--- src/rtl/neuro_pkg.sv ---
// rtl/neuro_pkg.sv - shared Q8.8 fixed-point constants and MAC stage state encoding
package neuro_pkg;

    localparam int DATA_W = 16;
    localparam int FRAC_W = 8;

    localparam logic [15:0] Q_ONE = 16'h0100;
    localparam logic [15:0] Q_MAX = 16'h7FFF;
    localparam logic [15:0] Q_MIN = 16'h8000;

    typedef enum logic [1:0] {
        IDLE  = 2'd0,
        ACCUM = 2'd1,
        ROUND = 2'd2,
        DONE  = 2'd3
    } mac_state_e;

endpackage

--- src/rtl/mac_round_sat.sv ---
// rtl/mac_round_sat.sv - rounds a wide fixed-point accumulator to DATA_W and saturates it
// Ports:
//   acc    - ACC_W two's-complement accumulator, FRAC_W*2 fractional bits
//   result - DATA_W value with FRAC_W fractional bits, round half toward +inf, clamped
module mac_round_sat #(
    parameter int DATA_W = 16,
    parameter int FRAC_W = 8,
    parameter int ACC_W  = 40
) (
    input  logic [ACC_W-1:0]  acc,
    output logic [DATA_W-1:0] result
);

    localparam logic [ACC_W-1:0] HALF = ACC_W'(1) << (FRAC_W - 1);

    logic [ACC_W-1:0]      biased;
    logic [ACC_W-1:0]      shifted;
    logic [ACC_W-DATA_W:0] upper;

    always_comb begin
        biased  = acc + HALF;
        shifted = $unsigned($signed(biased) >>> FRAC_W);
        // The value fits in DATA_W only if every bit above the result's sign bit
        // matches that sign bit.
        upper   = shifted[ACC_W-1:DATA_W-1];
        if ((&upper) || (~|upper)) begin
            result = shifted[DATA_W-1:0];
        end else if (upper[ACC_W-DATA_W]) begin
            result = {1'b1, {(DATA_W-1){1'b0}}};
        end else begin
            result = {1'b0, {(DATA_W-1){1'b1}}};
        end
    end

endmodule

--- src/rtl/neuron_mac_stage.sv ---
// rtl/neuron_mac_stage.sv - weighted-sum stage: bias + sum of N x*w products, rounded to Q8.8
// Ports:
//   clk, rst            - clock, asynchronous active-low reset
//   start, dest_in, bias- begin an evaluation (IDLE only); tag and bias latched on start
//   x_in, w_in          - one signed product pair per accepted beat
//   in_valid, in_ready  - input handshake, ready only while accumulating
//   out_val, out_dest   - rounded/saturated sum and its tag, held until replaced
//   out_we              - one-cycle result pulse
//   busy                - evaluation in progress
module neuron_mac_stage #(
    parameter int N_INPUTS = 8,
    parameter int DATA_W   = neuro_pkg::DATA_W,
    parameter int FRAC_W   = neuro_pkg::FRAC_W,
    parameter int ACC_W    = 40
) (
    input  logic              clk,
    input  logic              rst,
    input  logic              start,
    input  logic [15:0]       dest_in,
    input  logic [DATA_W-1:0] bias,
    input  logic [DATA_W-1:0] x_in,
    input  logic [DATA_W-1:0] w_in,
    input  logic              in_valid,
    output logic              in_ready,
    output logic [DATA_W-1:0] out_val,
    output logic [15:0]       out_dest,
    output logic              out_we,
    output logic              busy
);

    import neuro_pkg::*;

    localparam int CNT_W = $clog2(N_INPUTS + 1);

    localparam logic [1:0] ST_IDLE  = IDLE;
    localparam logic [1:0] ST_ACCUM = ACCUM;
    localparam logic [1:0] ST_ROUND = ROUND;
    localparam logic [1:0] ST_DONE  = DONE;

    logic [1:0]          state;
    logic [ACC_W-1:0]    acc;
    logic [CNT_W-1:0]    count;
    logic [DATA_W-1:0]   outVal;
    logic [15:0]         outDest;

    logic [2*DATA_W-1:0] product;
    logic [ACC_W-1:0]    productExt;
    logic [ACC_W-1:0]    biasExt;
    logic [DATA_W-1:0]   roundedVal;
    logic                beatAccepted;

    always_comb begin
        product    = $signed(x_in) * $signed(w_in);
        productExt = {{(ACC_W-2*DATA_W){product[2*DATA_W-1]}}, product};
        // Bias is Q8.8; the accumulator carries products with 2*FRAC_W fractional
        // bits, so the bias is aligned by shifting it up FRAC_W places.
        biasExt    = {{(ACC_W-DATA_W){bias[DATA_W-1]}}, bias} << FRAC_W;
    end

    assign beatAccepted = (state == ST_ACCUM) && in_valid;

    mac_round_sat #(
        .DATA_W (DATA_W),
        .FRAC_W (FRAC_W),
        .ACC_W  (ACC_W)
    ) u_round_sat (
        .acc    (acc),
        .result (roundedVal)
    );

    always_ff @(posedge clk or negedge rst) begin
        if (!rst) begin
            state   <= ST_IDLE;
            acc     <= '0;
            count   <= '0;
            outVal  <= '0;
            outDest <= '0;
        end else begin
            case (state)
                ST_IDLE: begin
                    if (start) begin
                        outDest <= dest_in;
                        acc     <= biasExt;
                        count   <= '0;
                        state   <= ST_ACCUM;
                    end
                end
                ST_ACCUM: begin
                    if (beatAccepted) begin
                        acc   <= acc + productExt;
                        count <= count + 1'b1;
                        if (count == CNT_W'(N_INPUTS - 1)) begin
                            state <= ST_ROUND;
                        end
                    end
                end
                ST_ROUND: begin
                    outVal <= roundedVal;
                    state  <= ST_DONE;
                end
                default: begin
                    state <= ST_IDLE;
                end
            endcase
        end
    end

    assign in_ready = (state == ST_ACCUM);
    assign out_we   = (state == ST_DONE);
    assign busy     = (state != ST_IDLE);
    assign out_val  = outVal;
    assign out_dest = outDest;

endmodule
--- config.mk ---
export PLATFORM = sky130hd
export DESIGN_NAME = neuron_mac_stage
export DESIGN_NICKNAME = d
export VERILOG_FILES = /design/src/rtl/neuro_pkg.sv /design/src/rtl/mac_round_sat.sv /design/src/rtl/neuron_mac_stage.sv
export SDC_FILE = /design/constraint.sdc
export NUM_CORES = 1
export LEC_CHECK = 0
export CORE_UTILIZATION = 62
export CTS_CLUSTER_DIAMETER = 200
export DETAILED_ROUTE_END_ITERATION = 7
export PLACE_DENSITY = 0.86
export REMOVE_ABC_BUFFERS = 1
export SLEW_MARGIN = 20
export SYNTH_ARGS = -nofsm -noshare
export SYNTH_HDL_FRONTEND = slang
export SYNTH_SLANG_ARGS = --single-unit
--- constraint.sdc ---
create_clock -name clk -period 7.5 [get_ports clk]
set_input_delay 1.5 -clock clk [delete_from_list [all_inputs] [get_ports clk]]
set_output_delay 1.5 -clock clk [all_outputs]
set_load 0.005 [all_outputs]
==> impl_table.tex, run 1 <==
\begin{tabular}{lr}
\hline
Metric & Value \\
\hline
\multicolumn{2}{l}{\textbf{Die}} \\
Boundary pin count & 103 \\
Die boundary width & 160 um \\
Overall die height & 160 um \\
Floorplan row count & 57 \\
Starting density of the core & 63.5\% \\
\multicolumn{2}{l}{\textbf{Run status}} \\
Fail Step & global routing \\
Error msg & [ERROR GRT-0232] Routing congestion too high. Check the congestion heatmap in the GUI. \\
Result of the run & did not finish \\
\multicolumn{2}{l}{\textbf{Synth}} \\
Post-synthesis instance area & 15500 um2 \\
Number of warnings printed during yosys synthesis & 0 \\
Share of async-settable or async-resettable flops after synthesis & 100\% \\
Number of instances in the synthesized netlist & 1710 \\
Sequential-to-total area share from yosys stat & 12.6\% \\
Number of distinct standard cells referenced by the synthesized netlist & 77 \\
Post-Syn Area per Cell & 9.09 um2 \\
Top\_reg\_cell synth & sky130\_fd\_sc\_hd\_\_dfrtp\_1 \\
Post-synth EDFFs & 0 \\
Number of storage elements in the synthesis netlist & 78 \\
\multicolumn{2}{l}{\textbf{STA}} \\
Kind of the worst endpoint & register data pin \\
Critical endpoint after global-route timing repair & acc[34]\$\_DFFE\_PN0P\_/D \\
\multicolumn{2}{l}{\textbf{CTS}} \\
Clock buffer count from CTS & 9 \\
Maximum buffer depth of the clock tree & 2 \\
Level count of the clock H-tree & 3 \\
Quantity of hold-fixing buffers added after cts & 0 \\
CTS root buffer & sky130\_fd\_sc\_hd\_\_clkbuf\_16 \\
Number of sinks handled by clock tree synthesis & 78 \\
\multicolumn{2}{l}{\textbf{GRT}} \\
Remaining Overflow, GRT & 66 \\
Overall Global Routing Usage & 79.9\% \\
Pin count of the biggest net entering global routing & 79 \\
\multicolumn{2}{l}{\textbf{Placement}} \\
Half-perimeter wire length after placement & 34000 um \\
Worst slack after detailed placement & -2.34 ns \\
Routability Congestion & 0.915 \\
Post-placement cell count & 2338 \\
Total of buffers placed on input and output ports & 102 \\
\hline
\end{tabular}
## synth_stat cells (14+ instances only)
master | number | area (um2)
sky130_fd_sc_hd__inv_1 | 335 | 1260
sky130_fd_sc_hd__fa_1 | 263 | 5270
sky130_fd_sc_hd__nand2_1 | 172 | 646
sky130_fd_sc_hd__ha_1 | 129 | 1610
sky130_fd_sc_hd__and2_1 | 127 | 795
sky130_fd_sc_hd__dfrtp_1 | 78 | 1950
sky130_fd_sc_hd__a21oi_1 | 69 | 345
sky130_fd_sc_hd__o21ai_0 | 66 | 330
sky130_fd_sc_hd__nor2_1 | 58 | 218
sky130_fd_sc_hd__xnor2_1 | 53 | 464
sky130_fd_sc_hd__clkbuf_1 | 45 | 169
sky130_fd_sc_hd__xor2_1 | 39 | 342
sky130_fd_sc_hd__nand3_1 | 32 | 160
sky130_fd_sc_hd__a21o_1 | 24 | 180
sky130_fd_sc_hd__mux2_2 | 18 | 203
sky130_fd_sc_hd__nand2b_1 | 16 | 100
sky130_fd_sc_hd__a22oi_1 | 15 | 113
sky130_fd_sc_hd__o221ai_1 | 15 | 131
sky130_fd_sc_hd__nor3_1 | 14 | 70.1
## logic make-up after synthesis
kind of cell               share of synthesized area (%)
and+or+nand+nor                                     15.7
adders and majority gates                           44.3
buffers and inverters                               9.60
AOI/OAI and AO/OA                                   11.2
xor gates and xnor gates                            5.18
DFF                                                 12.6
muxes                                               1.50
## layer usage
metal | GRT overflow | GRT usage [%]
met2 | 29 | 92.2
met4 | 36 | 77.5
met1 | 0 | 79.1
met5 | 0 | 54.7
met3 | 1 | 70.0
## metrics by stage
stage,instance area (um2),hold slack (ns)
3_5_place_dp,18700,0.492
2_1_floorplan,15300,0.456
3_3_place_gp,18700,0.471
4_1_cts,20200,0.505
## what timing repair did
| item | in CTS |
|---|---|
| pin swaps | 209 |
| cloned | 7 |
| setup buffers | 60 |
| setup endpoints to repair | 27 |
| resized for setup | 364 |
==> run 2, diff against run 1 <==
--- a/config.mk
+++ b/config.mk
@@ -5,10 +5,9 @@
 export SDC_FILE = /design/constraint.sdc
 export NUM_CORES = 1
 export LEC_CHECK = 0
-export CORE_UTILIZATION = 62
-export CTS_CLUSTER_DIAMETER = 200
+export CORE_UTILIZATION = 40
 export DETAILED_ROUTE_END_ITERATION = 7
-export PLACE_DENSITY = 0.86
+export PLACE_DENSITY_LB_ADDON = 0.15
 export REMOVE_ABC_BUFFERS = 1
 export SLEW_MARGIN = 20
 export SYNTH_ARGS = -nofsm -noshare
==> run 2 against run 1 <==
  * The flow now finishes, with violations (setup timing)
  * Synthesized area is the same
  * Synthesized cell count is the same
==> impl_table.tex, run 2 <==
\begin{tabular}{lr}
\hline
Metric & Value \\
\hline
\multicolumn{2}{l}{\textbf{Run status}} \\
Result of the run & finished, violations left \\
Violations in the final reports & setup timing \\
\multicolumn{2}{l}{\textbf{Run}} \\
\# Max-Cap Violations & 0 \\
\multicolumn{2}{l}{\textbf{STA}} \\
Slew Limit Fails & 0 \\
Period utilization & 116\% \\
Final setup fails & 25 \\
Worst path setup slack after routing & -1.20 ns \\
Hold Worst Slack & 0.489 ns \\
Final Critical Period & 8.70 ns \\
Max Clock Skew & 0.00845 ns \\
Tightest Pin Transition & 0.726 ns \\
Setup repair after global routing missed its margin & yes \\
Count of endpoints failing hold in the final timing report & 0 \\
Worst max-slew margin expressed relative to the limit & 51.6\% \\
Upper clock frequency limit & 115 MHz \\
\multicolumn{2}{l}{\textbf{Setup path}} \\
Slowest stage delay, CP & 0.55 ns \\
Required time of the critical path & 7.72 ns \\
R2R depth & 11 \\
Data arrival, critical path & 8.92 ns \\
Crit end category & flop \\
Element type at the critical path start & input port \\
Critical Path Most Common Cell & sky130\_fd\_sc\_hd\_\_fa\_1 \\
Library cell contributing the largest single delay on the critical path & sky130\_fd\_sc\_hd\_\_fa\_1 \\
Largest fanout on the critical path & 7 \\
Worst Path Class, Setup & in2reg \\
\multicolumn{2}{l}{\textbf{Synth}} \\
Fraction of post-synthesis cell area in the top cell type by area & 33.9\% \\
Share of async-settable or async-resettable flops after synthesis & 100\% \\
Top\_reg\_cell synth & sky130\_fd\_sc\_hd\_\_dfrtp\_1 \\
Number of instances in the synthesized netlist & 1710 \\
Library cell occupying the most area in the post-synthesis netlist & sky130\_fd\_sc\_hd\_\_fa\_1 \\
Number of warnings printed during yosys synthesis & 0 \\
Number of distinct standard cells referenced by the synthesized netlist & 77 \\
Sequential-to-total area share from yosys stat & 12.6\% \\
Synth top area cells & sky130\_fd\_sc\_hd\_\_fa\_1 34\%, sky130\_fd\_sc\_hd\_\_dfrtp\_1 13\%, sky130\_fd\_sc\_hd\_\_ha\_1 10\%, sky130\_fd\_sc\_hd\_\_inv\_1 8.1\%, sky130\_fd\_sc\_hd\_\_and2\_1 5.1\% \\
Post-synthesis instance area & 15500 um2 \\
Post-synth EDFFs & 0 \\
Number of storage elements in the synthesis netlist & 78 \\
Library cell with the highest instance count after synthesis & sky130\_fd\_sc\_hd\_\_inv\_1 \\
Synth cell count leaders & 335 x sky130\_fd\_sc\_hd\_\_inv\_1, 263 x sky130\_fd\_sc\_hd\_\_fa\_1, 172 x sky130\_fd\_sc\_hd\_\_nand2\_1 \\
Post-Syn Area per Cell & 9.09 um2 \\
\multicolumn{2}{l}{\textbf{CTS}} \\
Source-to-sink clock delay at the later pin of the worst-skew pair & 0.34 ns \\
Maximum buffer depth of the clock tree & 2 \\
Clock transition at the registers of the reported paths & 0.06 ns \\
Clock buffer count from CTS & 9 \\
Clock tree from TritonCTS & yes \\
Number of sinks handled by clock tree synthesis & 78 \\
Level count of the clock H-tree & 3 \\
CTS root buffer & sky130\_fd\_sc\_hd\_\_clkbuf\_16 \\
\multicolumn{2}{l}{\textbf{Placement}} \\
Half-perimeter wire length after placement & 32000 um \\
Total of buffers placed on input and output ports & 102 \\
Post-place instance area & 19000 um2 \\
Routability Congestion & 0.835 \\
Post-placement cell count & 2529 \\
\multicolumn{2}{l}{\textbf{GRT}} \\
Remaining Overflow, GRT & 0 \\
Wire length of the first global-routing pass & 66500 um \\
Number of antenna violations at the first check in global routing & 1 \\
Vias in the first global route & 13450 \\
Pin count of the biggest net entering global routing & 79 \\
Overall Global Routing Usage & 20.9\% \\
\multicolumn{2}{l}{\textbf{Drt}} \\
Post-detailed-routing wire length & 40100 um \\
Average via count per standard cell & 5.00 \\
Drt initial violations & 470 \\
Routed via count & 13015 \\
Final routed DRC violation total & 0 \\
Pre-antenna DRT Iters & 5 \\
Detail Route Antenna Nets & 0 \\
Routed wirelength normalized by instance count & 15.4 um \\
\multicolumn{2}{l}{\textbf{Final layout}} \\
FF/Latch Area & 1950 um2 \\
Multi-input combinational cell area & 12900 um2 \\
Most used cells in the layout excluding fill and tap cells & 311 x sky130\_fd\_sc\_hd\_\_inv\_1, 250 x sky130\_fd\_sc\_hd\_\_buf\_4, 244 x sky130\_fd\_sc\_hd\_\_fa\_1 \\
Fillers & 3482 \\
Largest register by flop count & acc \\
Number of nets at the end of the flow & 2547 \\
Non-Filler Cell Area, Final & 20900 um2 \\
Layout cells sized above 1 & 27.7\% \\
Flip-flop count of the largest register after layout & 40 \\
Most common library cell in the layout ignoring fill and taps & sky130\_fd\_sc\_hd\_\_inv\_1 \\
Synth-to-Final Area Change & 34.2\% \\
Count of non-filler cells in the finished layout & 2604 \\
\multicolumn{2}{l}{\textbf{Die}} \\
Starting density of the core & 41.0\% \\
Core region area & 37900 um2 \\
Overall die height & 199 um \\
Die boundary width & 199 um \\
Boundary pin count & 103 \\
Floorplan row count & 71 \\
Die footprint & 39600 um2 \\
\multicolumn{2}{l}{\textbf{Worst hold path}} \\
Hold/Removal Path Class & reg2reg \\
Cell count of the worst hold path & 2 \\
\hline
\end{tabular}
## run 2: cell counts after synthesis
No cell type changed its count.
## run 2: timing repair
item	in CTS	in global routing
gates cloned	7	0
hold buffers	0	0
buffers inserted	43	19
gates resized for setup	323	106
setup endpoints to repair	27	26
pin swaps	195	105
## run 2: kinds of logic (layout without fill, tap and decap cells)
family                     Yosys count  count (layout)  share of synthesized area [%]
muxes                               21              21                           1.50
AOI/OAI and AO/OA                  264             264                           11.2
other                                0               1                              0
DFF                                 78              78                           12.6
and+or+nand+nor                    475             475                           15.7
adders and majority gates          392             392                           44.3
buffers and inverters              388             770                           9.60
xor gates and xnor gates            92              92                           5.18
## run 2: layer usage
layer	GRT usage, %	part of all wire [%]	up-vias
li1	-	-	6185
met5	0	0	-
met4	3.25	0.99	0
met1	27.7	43	6653
met3	1.55	2.1	34
met2	37.9	54	143
## run 2: final timing paths
path | from | endpoint | slack (ns)
max reg2reg | acc[9] | out_val[5] | 4.06
min in group asynchronous | rst | state[1] | 1.19
min | acc[2] | acc[2] | 0.49
min reg2reg | acc[2] | acc[2] | 0.49
max | x_in[7] | acc[34] | -1.20
max in group asynchronous | rst | out_val[2] | 5.80
## run 2: through the flow
step / TNS, ns / util, % / setup WS, ns
after CTS: -17.86 / 54.1 / -1.17
after floorplan: -14.04 / - / -1.32
after detailed placement: -43.25 / 50.2 / -2.25
final: -19.18 / 55.0 / -1.20
after global routing: -26.04 / 55.0 / -1.48
after global placement: -41.94 / 50.2 / -2.11
## run 2: final cells by class
type                            instances  share of cell area, %
Antenna cell                            1                 0.0120
Multi-Input combinational cell       1244                   62.0
Timing Repair Buffer                  419                   18.1
Inverter                              335                   6.03
Sequential cell                        78                   9.36
Tap cell                              511                   3.07
Clock buffer                           11                   1.16
Clock inverter                          5                  0.282
## run 2: worst max-delay path: cells and delay by family
kind,cells,cell delay [ns]
adder cells (fa/ha/maj),8,3.54
AND/OR/NAND/NOR,5,0.82
AO/OA/AOI/OAI,11,2.06
buffers and inverters,9,0.87
XOR/XNOR,1,0.13
Power of run 2 is not shown: default switching activity piles up to over one toggle a cycle in this logic, so the estimate is an artifact.
==> run 3, diff against run 2 <==
==> constraint.sdc (replaced) <==
create_clock -name clk -period 7.6 [get_ports clk]
set_input_delay 1.52 -clock clk [delete_from_list [all_inputs] [get_ports clk]]
set_output_delay 1.52 -clock clk [all_outputs]
set_load 0.005 [all_outputs]
==> run 3 against run 2 <==
  * The flow still finishes with violations (setup timing)
  * Via count grew 0.61%
  * Register-to-register slack gained 0.03 ns
  * Count of clock-buffer cells in the layout is the same
  * Critical path depth shrank 1
  * Hold slack gained 0.014 ns
  * Flip-flop and latch count is the same
  * Clock skew grew 0.0022 ns
  * Setup slack gained 0.15 ns
  * Non-clock buffer count grew 25
  * Core utilization grew 1.4 points
  * Global-route usage grew 0.56 points
  * Sequential share of layout area shrank 0.23 points
  * Critical endpoint is now acc[38]
==> impl_table.tex, run 3 (synthesized netlist as in run 2, its figures left out) <==
\begin{tabular}{lr}
\hline
Metric & Value \\
\hline
\multicolumn{2}{l}{\textbf{Setup path}} \\
Data arrival, critical path & 8.92 ns \\
Worst r2r src & acc[9] \\
Register-to-register setup slack & 4.09 ns \\
Slowest stage delay, CP & 0.54 ns \\
Critical Path Most Common Cell & sky130\_fd\_sc\_hd\_\_fa\_1 \\
Library cell contributing the largest single delay on the critical path & sky130\_fd\_sc\_hd\_\_fa\_1 \\
R2R depth & 11 \\
Element type at the critical path start & input port \\
Largest fanout on the critical path & 5 \\
Reg-to-reg critical path endpoint & out\_val[3] \\
Crit end category & flop \\
Required time of the critical path & 7.87 ns \\
Worst Path Class, Setup & in2reg \\
\multicolumn{2}{l}{\textbf{GRT}} \\
Remaining Overflow, GRT & 0 \\
Vias in the first global route & 13595 \\
Overall Global Routing Usage & 21.5\% \\
Pin count of the biggest net entering global routing & 79 \\
Number of antenna violations at the first check in global routing & 0 \\
Wire length of the first global-routing pass & 67800 um \\
\multicolumn{2}{l}{\textbf{CTS}} \\
Level count of the clock H-tree & 3 \\
CTS root buffer & sky130\_fd\_sc\_hd\_\_clkbuf\_16 \\
Clock transition at the registers of the reported paths & 0.07 ns \\
Number of sinks handled by clock tree synthesis & 78 \\
Quantity of hold-fixing buffers added after cts & 0 \\
Clock tree from TritonCTS & yes \\
Source-to-sink clock delay at the later pin of the worst-skew pair & 0.34 ns \\
Maximum buffer depth of the clock tree & 2 \\
Clock buffer count from CTS & 9 \\
\multicolumn{2}{l}{\textbf{STA}} \\
Slew Limit Fails & 0 \\
Period utilization & 114\% \\
Worst path setup slack after routing & -1.05 ns \\
Max Clock Skew & 0.0107 ns \\
Final setup fails & 24 \\
Upper clock frequency limit & 116 MHz \\
Setup repair after global routing missed its margin & yes \\
Tightest Pin Transition & 0.754 ns \\
Count of endpoints failing hold in the final timing report & 0 \\
Final Critical Period & 8.65 ns \\
Worst max-slew margin expressed relative to the limit & 49.7\% \\
\multicolumn{2}{l}{\textbf{Die}} \\
Overall die height & 199 um \\
Core region area & 37900 um2 \\
Starting density of the core & 41.0\% \\
Die footprint & 39600 um2 \\
Floorplan row count & 71 \\
Die boundary width & 199 um \\
Boundary pin count & 103 \\
\multicolumn{2}{l}{\textbf{Worst hold path}} \\
Hold/Removal Path Class & reg2reg \\
Destination of the worst hold path & acc[2] \\
Cell count of the worst hold path & 2 \\
Worst min-delay path startpoint & acc[2] \\
\multicolumn{2}{l}{\textbf{Run status}} \\
Result of the run & finished, violations left \\
Violations in the final reports & setup timing \\
\multicolumn{2}{l}{\textbf{Drt}} \\
Final routed DRC violation total & 0 \\
Routed via count & 13095 \\
Routed wirelength normalized by instance count & 15.6 um \\
Detail Route Antenna Nets & 0 \\
Post-detailed-routing wire length & 41100 um \\
Pre-antenna DRT Iters & 5 \\
Drt initial violations & 591 \\
Average via count per standard cell & 4.98 \\
\multicolumn{2}{l}{\textbf{Final layout}} \\
Number of nets at the end of the flow & 2572 \\
Layout cells sized above 1 & 31.3\% \\
Most common library cell in the layout ignoring fill and taps & sky130\_fd\_sc\_hd\_\_inv\_1 \\
Antenna Diode Count & 0 \\
Synth-to-Final Area Change & 37.5\% \\
Count of non-filler cells in the finished layout & 2628 \\
Flip-flop count of the largest register after layout & 40 \\
Most used cells in the layout excluding fill and tap cells & 291 x sky130\_fd\_sc\_hd\_\_inv\_1, 268 x sky130\_fd\_sc\_hd\_\_buf\_4, 239 x sky130\_fd\_sc\_hd\_\_fa\_1 \\
Largest register by flop count & acc \\
\multicolumn{2}{l}{\textbf{Placement}} \\
Total of buffers placed on input and output ports & 102 \\
Routability Congestion & 0.841 \\
Post-placement cell count & 2528 \\
Half-perimeter wire length after placement & 32300 um \\
\multicolumn{2}{l}{\textbf{Run}} \\
\# Max-Cap Violations & 0 \\
\hline
\end{tabular}
run 3: cell count changes in the layout (fill, tap and decap cells not counted), moves of 6 or more:
cell and change:
sky130_fd_sc_hd__buf_4 +18, sky130_fd_sc_hd__inv_1 -20, sky130_fd_sc_hd__inv_2 +20, sky130_fd_sc_hd__nand2_1 -16
sky130_fd_sc_hd__nand2_2 +14, sky130_fd_sc_hd__o21ai_1 +6
run 3: layout make-up:
class / count / area, um2
Timing Repair Buffer: 444 / 4080
Tap cell: 511 / 639
Clock buffer: 11 / 253
Clock inverter: 5 / 81.3
Sequential cell: 78 / 1950
Fill cell: 3349 / 16600
Multi-Input combinational cell: 1244 / 13100
Inverter: 335 / 1260
run 3: timing repair:
action                                  in CTS  in global routing
resized for setup                          346                172
setup buffers                               53                 26
endpoints found under the setup margin      27                 26
gates cloned                                13                  0
pin swaps                                  198                155
run 3: stage by stage:
stage | hold slack, ns | instance area [um2] | util [%] | worst slack [ns] | setup TNS [ns]
final | 0.503 | 21400 | 56.4 | -1.05 | -14.20
after global placement | 0.473 | 19000 | 50.2 | -2.03 | -39.48
after global routing | 0.522 | 21400 | 56.4 | -1.32 | -20.77
after floorplan | 0.456 | 15300 | - | -1.24 | -12.36
after CTS | 0.508 | 20800 | 54.7 | -1.08 | -14.76
after detailed placement | 0.494 | 19000 | 50.2 | -2.15 | -41.53
run 3: routing by layer:
metal  track usage (%)  up-vias  wire length (um)
met5                 0        -                 0
met4              3.90        0               731
met3              2.85       54              1260
met2              38.5      192             21600
met1              27.8     6599             17400
li1                  -     6250                 -
run 3: how the worst max path moves through the flow:
stage	from	to	slack, ns	cells after the start
after floorplan	w_in[1]	acc[39]	-1.24	32
after global placement	w_in[6]	acc[39]	-2.03	36
after detailed placement	w_in[6]	acc[39]	-2.15	36
after CTS	x_in[8]	acc[39]	-1.08	34
after global routing	w_in[1]	acc[39]	-1.32	35
final	x_in[7]	acc[38]	-1.05	33
run 3: worst max-delay path: cells and delay by family:
family | cells | cell delay [ns]
AOI/OAI and AO/OA | 12 | 2.05
xor gates and xnor gates | 1 | 0.14
adders and majority gates | 8 | 3.48
buffers and inverters | 7 | 0.57
and+or+nand+nor | 5 | 1.14
Power of run 3 is left out for the same reason.
==> run 4, diff against run 3 <==
--- a/config.mk
+++ b/config.mk
@@ -5,6 +5,8 @@
 export SDC_FILE = /design/constraint.sdc
 export NUM_CORES = 1
 export LEC_CHECK = 0
+export CELL_PAD_IN_SITES_DETAIL_PLACEMENT = 1
+export CELL_PAD_IN_SITES_GLOBAL_PLACEMENT = 1
 export CORE_UTILIZATION = 40
 export DETAILED_ROUTE_END_ITERATION = 7
 export PLACE_DENSITY_LB_ADDON = 0.15
==> run 4 against run 3 <==
  * The run still ends with setup timing left
  * Global-route usage increased by 3.6 points
  * Wire length rose by 19%
  * Maximum frequency is 1.8% lower
  * Critical path depth grew 4
  * Via count increased by 3.2%
  * Largest cell class unchanged
==> impl_table.tex, run 4 (synthesized netlist as in run 2, its figures left out) <==
\begin{tabular}{lr}
\hline
Metric & Value \\
\hline
\multicolumn{2}{l}{\textbf{Die}} \\
Die footprint & 39600 um2 \\
Boundary pin count & 103 \\
Die boundary width & 199 um \\
Overall die height & 199 um \\
Core region area & 37900 um2 \\
Starting density of the core & 41.0\% \\
Floorplan row count & 71 \\
\multicolumn{2}{l}{\textbf{Final layout}} \\
Count of non-filler cells in the finished layout & 2625 \\
Flip-flop count of the largest register after layout & 40 \\
Layout cells sized above 1 & 29.2\% \\
Largest register by flop count & acc \\
Fillers & 4338 \\
Most common library cell in the layout ignoring fill and taps & sky130\_fd\_sc\_hd\_\_inv\_1 \\
Most used cells in the layout excluding fill and tap cells & 305 x sky130\_fd\_sc\_hd\_\_inv\_1, 281 x sky130\_fd\_sc\_hd\_\_buf\_4, 243 x sky130\_fd\_sc\_hd\_\_fa\_1 \\
Number of nets at the end of the flow & 2568 \\
Synth-to-Final Area Change & 35.6\% \\
\multicolumn{2}{l}{\textbf{Setup path}} \\
Required time of the critical path & 7.83 ns \\
Slowest stage delay, CP & 0.56 ns \\
Buf+Inv Stages, Crit Path & 9 \\
Source of the critical timing path & w\_in[6] \\
Critical path's top delay family & adder cells \\
Worst r2r src & acc[0] \\
Library cell contributing the largest single delay on the critical path & sky130\_fd\_sc\_hd\_\_fa\_1 \\
Crit end category & flop \\
Data arrival, critical path & 9.05 ns \\
Largest fanout on the critical path & 4 \\
Element type at the critical path start & input port \\
Worst Path Class, Setup & in2reg \\
\multicolumn{2}{l}{\textbf{CTS}} \\
Clock transition at the registers of the reported paths & 0.07 ns \\
Number of sinks handled by clock tree synthesis & 78 \\
Source-to-sink clock delay at the later pin of the worst-skew pair & 0.35 ns \\
Quantity of hold-fixing buffers added after cts & 0 \\
Level count of the clock H-tree & 3 \\
Clock tree from TritonCTS & yes \\
Maximum buffer depth of the clock tree & 2 \\
CTS root buffer & sky130\_fd\_sc\_hd\_\_clkbuf\_16 \\
Clock buffer count from CTS & 9 \\
\multicolumn{2}{l}{\textbf{Drt}} \\
Drt initial violations & 533 \\
Detail Route Antenna Nets & 0 \\
Pre-antenna DRT Iters & 5 \\
Average via count per standard cell & 5.15 \\
Routed via count & 13508 \\
Routed wirelength normalized by instance count & 18.6 um \\
Final routed DRC violation total & 0 \\
Post-detailed-routing wire length & 48800 um \\
\multicolumn{2}{l}{\textbf{Placement}} \\
Total of buffers placed on input and output ports & 102 \\
Post-placement cell count & 2531 \\
Worst slack after detailed placement & -2.39 ns \\
Half-perimeter wire length after placement & 37200 um \\
Routability Congestion & 0.804 \\
\multicolumn{2}{l}{\textbf{STA}} \\
Final Critical Period & 8.81 ns \\
Worst max-slew margin expressed relative to the limit & 49.9\% \\
Slew Limit Fails & 0 \\
Tightest Pin Transition & 0.751 ns \\
Max Clock Skew & 0.0105 ns \\
Upper clock frequency limit & 113 MHz \\
Setup repair after global routing missed its margin & yes \\
Count of endpoints failing hold in the final timing report & 0 \\
Worst path setup slack after routing & -1.21 ns \\
Final setup fails & 26 \\
Period utilization & 116\% \\
\multicolumn{2}{l}{\textbf{GRT}} \\
Pin count of the biggest net entering global routing & 55 \\
Overall Global Routing Usage & 25.1\% \\
Vias in the first global route & 15158 \\
Remaining Overflow, GRT & 0 \\
Met2 capacity usage during global routing & 46.4\% \\
Global-route layer with the greatest usage & met2 \\
Met1 routing resource usage after global routing & 31.1\% \\
Met3 track utilization from global routing & 2.57\% \\
Wire length of the first global-routing pass & 77600 um \\
Number of antenna violations at the first check in global routing & 5 \\
\multicolumn{2}{l}{\textbf{Run}} \\
\# Max-Cap Violations & 0 \\
\multicolumn{2}{l}{\textbf{Run status}} \\
Result of the run & finished, violations left \\
Violations in the final reports & setup timing \\
\multicolumn{2}{l}{\textbf{Worst hold path}} \\
Worst min-delay path startpoint & acc[2] \\
Hold/Removal Path Class & reg2reg \\
\hline
\end{tabular}
run 4: cell types whose count changed in the layout (fill, tap and decap cells not counted), moves of 6 or more:
cell,before,now
sky130_fd_sc_hd__o21ai_0,28,34
sky130_fd_sc_hd__buf_4,268,281
sky130_fd_sc_hd__inv_1,291,305
sky130_fd_sc_hd__buf_6,58,50
sky130_fd_sc_hd__inv_2,44,30
sky130_fd_sc_hd__and2_1,99,106
sky130_fd_sc_hd__ha_1,103,109
sky130_fd_sc_hd__o21ai_1,33,26
sky130_fd_sc_hd__and2_4,28,21
run 4: layout make-up:
| class | instances | area (um2) | area share (%) |
|---|---|---|---|
| well taps | 511 | 639 | 3.03 |
| diodes | 1 | 2.50 | 0.0119 |
| clock buffers | 10 | 239 | 1.13 |
| repair buffers | 440 | 3980 | 18.9 |
| multi-input cells | 1244 | 12900 | 61.3 |
| inverters | 335 | 1260 | 5.97 |
| flip-flops and latches | 78 | 1950 | 9.26 |
| clock inverters | 6 | 93.8 | 0.445 |
run 4: path summary, 6_finish.rpt:
path	cells after the start	slack (ns)	to
worst max register to register	14	4.08	acc[34]
min in group asynchronous	1	1.07	acc[39]
max in group asynchronous	2	5.50	acc[2]
worst min-delay path	2	0.50	acc[2]
worst min register to register	2	0.50	acc[2]
worst max-delay path	37	-1.21	acc[34]
run 4: layer usage:
metal / wire length, um / share of wire, % / vias up
met5: 0 / 0 / -
met4: 1060 / 2.2 / 0
met3: 1430 / 2.9 / 74
met2: 26600 / 55 / 194
met1: 19700 / 40 / 7024
li1: - / - / 6216
run 4: stage by stage:
stage	cell area [um2]	hold WS, ns	util [%]	setup TNS (ns)
finish	21100	0.502	55.6	-17.77
global route	21100	0.531	55.6	-24.48
CTS	20600	0.502	54.2	-17.92
detailed placement	19100	0.488	50.2	-43.43
global placement	19100	0.473	50.2	-39.64
floorplan	15300	0.456	-	-12.36
run 4: tightest hold or removal path: cells and delay by family, from the launching register on:
family           cells  cell delay, ns
flip-flops           1            0.35
AO/OA/AOI/OAI        1            0.07
AND/OR/NAND/NOR      1            0.05
run 4: repair_timing:
action	4_1_cts	5_1_grt
pin swaps	165	125
resized for setup	330	108
setup endpoints to repair	27	27
buffers inserted	47	31
cloned	10	0
Power of run 4 is left out for the same reason.
